**src/rtl/time_keeper.sv**
```systemverilog
// ============================================================================
// Module   : time_keeper
// Brief    : Wall-clock hour/minute/second keeper fed by a slow divided clock.
//            Optional alarm comparator under macro TIMEKEEPER_ALARM_EN.
// Revision : 1.0 - initial release
// ============================================================================
`default_nettype none

module time_keeper #(
   parameter int EDGES_PER_SEC = 1
) (
   input  logic       clk,
   input  logic       rst,
   input  logic       tick_in,
   input  logic       load_valid,
   input  logic [4:0] load_hour,
   input  logic [5:0] load_min,
   input  logic [5:0] load_sec,
   output logic       load_err,
   input  logic       alarm_arm,
   input  logic [4:0] alarm_hour,
   input  logic [5:0] alarm_min,
   output logic [4:0] hour,
   output logic [5:0] min,
   output logic [5:0] sec,
   output logic       sec_pulse,
   output logic       min_pulse,
   output logic       hour_pulse,
   output logic       alarm_fire
);

   localparam int              c_PW   = (EDGES_PER_SEC > 1) ? $clog2(EDGES_PER_SEC) : 1;
   localparam logic [c_PW-1:0] c_PMAX = c_PW'(EDGES_PER_SEC - 1);

   logic            r_s1, r_s2, r_s3;
   logic [c_PW-1:0] r_pcnt;
   logic [4:0]      r_hour;
   logic [5:0]      r_min, r_sec;
   logic            r_sec_pulse, r_min_pulse, r_hour_pulse, r_load_err;

   logic            w_edge, w_adv, w_load_ok, w_step;
   logic            w_sec_wrap, w_min_wrap, w_hour_wrap;
   logic [4:0]      w_hour_n;
   logic [5:0]      w_min_n, w_sec_n;

   assign w_edge      = r_s2 & ~r_s3;
   assign w_adv       = w_edge && (r_pcnt == c_PMAX);
   assign w_load_ok   = load_valid && (load_hour <= 5'd23) && (load_min <= 6'd59) && (load_sec <= 6'd59);
   // A valid load in the same cycle discards the advance entirely.
   assign w_step      = w_adv && !w_load_ok;

   assign w_sec_wrap  = (r_sec  == 6'd59);
   assign w_min_wrap  = (r_min  == 6'd59);
   assign w_hour_wrap = (r_hour == 5'd23);

   assign w_sec_n  = w_sec_wrap ? 6'd0 : r_sec + 6'd1;
   assign w_min_n  = !w_sec_wrap ? r_min : (w_min_wrap ? 6'd0 : r_min + 6'd1);
   assign w_hour_n = !(w_sec_wrap && w_min_wrap) ? r_hour : (w_hour_wrap ? 5'd0 : r_hour + 5'd1);

   always_ff @(posedge clk or posedge rst) begin
      if (rst) begin
         r_s1         <= 1'b0;
         r_s2         <= 1'b0;
         r_s3         <= 1'b0;
         r_pcnt       <= '0;
         r_hour       <= '0;
         r_min        <= '0;
         r_sec        <= '0;
         r_sec_pulse  <= 1'b0;
         r_min_pulse  <= 1'b0;
         r_hour_pulse <= 1'b0;
         r_load_err   <= 1'b0;
      end else begin
         r_s1 <= tick_in;
         r_s2 <= r_s1;
         r_s3 <= r_s2;
         if (w_load_ok) begin
            r_hour <= load_hour;
            r_min  <= load_min;
            r_sec  <= load_sec;
            r_pcnt <= '0;
         end else begin
            if (w_edge)
               r_pcnt <= w_adv ? '0 : r_pcnt + c_PW'(1);
            if (w_step) begin
               r_hour <= w_hour_n;
               r_min  <= w_min_n;
               r_sec  <= w_sec_n;
            end
         end
         r_sec_pulse  <= w_step;
         r_min_pulse  <= w_step && w_sec_wrap;
         r_hour_pulse <= w_step && w_sec_wrap && w_min_wrap;
         r_load_err   <= load_valid && !w_load_ok;
      end
   end

`ifdef TIMEKEEPER_ALARM_EN
   logic r_alarm_fire;

   // Fires only on an advance that lands on hh:mm:00, never on a load.
   always_ff @(posedge clk or posedge rst) begin
      if (rst)
         r_alarm_fire <= 1'b0;
      else
         r_alarm_fire <= w_step && w_sec_wrap && alarm_arm &&
                         (w_min_n == alarm_min) && (w_hour_n == alarm_hour);
   end

   assign alarm_fire = r_alarm_fire;
`else
   logic w_unused_alarm;
   assign w_unused_alarm = ^{alarm_arm, alarm_hour, alarm_min};
   assign alarm_fire     = 1'b0;
`endif

   assign hour       = r_hour;
   assign min        = r_min;
   assign sec        = r_sec;
   assign sec_pulse  = r_sec_pulse;
   assign min_pulse  = r_min_pulse;
   assign hour_pulse = r_hour_pulse;
   assign load_err   = r_load_err;

endmodule

`default_nettype wire

```
**config.mk**
```make
export PLATFORM = sky130hd
export DESIGN_NAME = time_keeper
export DESIGN_NICKNAME = d
export VERILOG_FILES = /design/src/rtl/time_keeper.sv
export SDC_FILE = /design/constraint.sdc
export NUM_CORES = 1
export LEC_CHECK = 0
export ABC_AREA = 1
export CAP_MARGIN = 15
export CELL_PAD_IN_SITES_DETAIL_PLACEMENT = 0
export CELL_PAD_IN_SITES_GLOBAL_PLACEMENT = 2
export CORE_ASPECT_RATIO = 1.5
export CORE_UTILIZATION = 24
export CTS_CLUSTER_DIAMETER = 80
export DETAILED_ROUTE_END_ITERATION = 8
export PLACE_DENSITY_LB_ADDON = 0.1
export RECOVER_POWER = 50
export SETUP_SLACK_MARGIN = 0.4
export SYNTH_ARGS = -nofsm -noshare
export SYNTH_HDL_FRONTEND = slang
export SYNTH_SLANG_ARGS = --single-unit
```
**constraint.sdc**
```tcl
create_clock -name clk -period 1.6 [get_ports clk]
set_input_delay 0.32 -clock clk [delete_from_list [all_inputs] [get_ports clk]]
set_output_delay 0.32 -clock clk [all_outputs]
set_load 0.01 [all_outputs]
```
==> results of run 1 <==
-- repair_timing --
| action | CTS | global route |
|---|---|---|
| resized for setup | 132 | 43 |
| setup buffers | 23 | 3 |
| pin swaps | 26 | 14 |
| setup endpoints to repair | 43 | 33 |
| gates cloned | 1 | 0 |
-- metrics by stage --
step / cells / power (mW) / utilization (%) / hold slack (ns)
after floorplan: 202 / 1.45 / - / 0.331
after global placement: 338 / 1.97 / 35.5 / 0.336
after detailed placement: 338 / 1.97 / 35.5 / 0.350
after CTS: 366 / 2.61 / 40.6 / 0.376
after global routing: 369 / 2.88 / 41.5 / 0.366
final: 369 / 2.65 / 41.5 / 0.359
-- power groups by stage --
stage / sequential, mW / clock [mW] / combinational [mW]
2_1_floorplan: 0.964 / 0 / 0.485
3_3_place_gp: 0.924 / 0 / 1.05
3_5_place_dp: 0.921 / 0 / 1.05
4_1_cts: 0.836 / 0.433 / 1.34
5_1_grt: 0.857 / 0.463 / 1.56
6_report: 0.838 / 0.419 / 1.40
-- cell usage after synthesis (all sizes together) --
| library cell | count |
|---|---|
| o21ai | 4 |
| xnor2 | 4 |
| a21oi | 2 |
| nand3b | 2 |
| nor2 | 15 |
| or2 | 1 |
| o21bai | 1 |
| xor2 | 3 |
| buf | 3 |
| nand2 | 92 |
| conb | 1 |
| inv | 20 |
| ha | 3 |
| clkinv | 3 |
| nand4 | 2 |
| nand3 | 21 |
| dfrtp | 25 |
-- critical path, stage by stage, from the launching register on --
cell and delay, ns:
dfrtp_1 0.38, buf_6 0.11, ha_4 0.13, nand2_4 0.05, nor2_4 0.11, nand2_4 0.07, o21ai_4 0.14, buf_12 0.14
nand2_8 0.07, nand2_1 0.07, nand2_1 0.05
-- worst max-delay path by stage --
stage,slack [ns],startpoint,endpoint
2_1_floorplan,0.15,sec[0]$_DFFE_PP0P_,hour[2]$_DFFE_PP0P_
5_1_grt,0.08,min[0]$_DFFE_PP0P_,hour[1]$_DFFE_PP0P_
3_5_place_dp,-0.16,load_min[3],sec[3]$_DFFE_PP0P_
6_report,0.18,sec[0]$_DFFE_PP0P_,hour[2]$_DFFE_PP0P_
4_1_cts,0.14,sec[0]$_DFFE_PP0P_,hour[3]$_DFFE_PP0P_
3_3_place_gp,-0.17,load_min[3],sec[2]$_DFFE_PP0P_
-- state kept, by name, summed over array words and instances, names as in the netlist --
signal	count
hour_pulse	1
hour	5
sec	6
load_err	1
min	6
r_s2	1
sec_pulse	1
r_s1	1
r_pcnt	1
r_s3	1
min_pulse	1
-- routing by layer --
layer	GRT usage [%]	vias to the layer above	routed length, um
met5	0	-	0
met4	4.42	0	34
met3	1.38	2	113
met2	27.6	22	2490
met1	17.7	737	1890
li1	-	804	-
-- cell families after synthesis --
| group | count (synthesis) | synth area share (%) |
|---|---|---|
| AO/OA/AOI/OAI | 7 | 4.21 |
| XOR/XNOR | 7 | 4.05 |
| adder cells (fa/ha/maj) | 3 | 2.48 |
| buffers and inverters | 26 | 7.44 |
| AND/OR/NAND/NOR | 133 | 40.2 |
| flip-flops | 25 | 41.3 |
| other | 1 | 0.248 |
-- cell type report --
type	instances	area [sq um]	share of cell area [%]
multi-input combinational	152	895	35.2
clock inverter	1	7.51	0.295
tap	74	92.6	3.64
timing repair buffer	91	779	30.6
clock buffer	3	41.3	1.62
sequential	25	627	24.6
inverter	23	101	3.98
==> flow_summary.toml, run 1 <==
[worst_setup_path]
r2r-start = "sec[0]$_DFFE_PP0P_"
r2r-end = "hour[2]$_DFFE_PP0P_"
cp-start-kind = "flop"
critical_path_class = "reg -> reg"
cp_max_fo = 6
critPathCaptureType = "flop"
required_ns = 1.78
r2r_setup_slack_ns = 0.18
reg2reg_depth = 10
cp.arrival_ns = 1.60

[sta]
slew_headroom_pct = 53.7
finClkSkew_ns = 0.00820
report.final.setup_viol = 0
setup-tns-final_ns = 0
min_period_ns = 1.42
tightest_slew_ns = 0.695
period_share_pct = 89.0
finalWorstSetupSlack_ns = 0.176
timing.final.hold_violations = 0
report.final.slew_viol_count = 0
rsz0062_at_grt = "yes"
max_freq_ghz = 0.702

[worst_hold_path]
min-delay-path-class = "in -> reg"
min_to = "load_err$_DFF_PP0_"
hold-path-cell-count = 3
hp-start = "load_valid"

[place]
place_area_sq_um = 2180
place_ws_ns = -0.162
gp_congestion = 0.720
io_buffers = 41
hpwl_um = 3050

[cts]
cts_root_buf = "clkbuf_8"
cts_tree = "done"
clock_latency_ns = 0.28
htree_levels = 1
cts_hold_buffers = 0
clk_pin_slew_worst_paths_ns = 0.11
numCtsBuffers = 3
cts_sinks = 25
cts_max_path_buffers = 2

[global_routing]
grt_pass1_wl_um = 7520
antenna_found_initial = 0
grt_overflow_total = 0
grt_usage_pct = 15.0
grt_pass1_vias = 1605
grt_max_degree = 26

[cells_and_area]
layout_commonest_cell = "nand2_1"
postLayoutCellArea_sq_um = 2540
syn_to_final_growth_pct = 68.0
num-fill-cells = 688
layout.nets = 332
mostFrequentLayoutCells = "nand2_1, buf_6, buf_4"
antenna_cells = 0
drive_gt1_share_pct = 41.0

[floorplan]
core_sq_um = 6130
die_x_um = 66.9
fp.dieArea_sq_um = 6640
start_util_pct = 24.7
core.rowCount = 35
io_pins = 55
fp.dieH_um = 99.3

[drt]
ant_nets = 0
vias = 1565
drt-pass1-iter-count = 4
wl_um = 4530
routed_via_density = 4.24
first_iter_violations = 95
drc = 0
routedWlPerCell_um = 12.3

[pwr]
pwr-share-seq_pct = 31.6
ir_worst_vdd_mv = 0.488
p_comb_share_pct = 52.7
clkPwrFrac_pct = 15.8
swShare_pct = 37.1
intPower_mw = 1.67
power.net_switching_mw = 0.986
pwr_density_cell_nw_per_um2 = 1040
power.leakage_nw = 1.34

[logic_synthesis]
syn_area_sq_um = 1510
yosysSeqAreaShare_pct = 41.3
synth.avg_cell_area_sq_um = 7.49
synth_area_leaders = "dfrtp_1, nand2_1, nand3_1"
synth_nets = 238
yosys_warnings = 0
ys_seq_elements = 25
synth_cell_types = 29
synth_top_area_cell = "dfrtp_1"
netlist.area_leader.share_pct = 41.3
synth_cells = 202

[run]
drv_cap = 0

[status]
status = "finished, final reports clean"
Note: power is estimated with default switching activity, not from simulation.
==> run 2, diff against run 1 <==
SLEW_MARGIN = 10   (was not set)
==> results of run 2 <==
Final layout, timing and power as in run 1 (identical DEF).
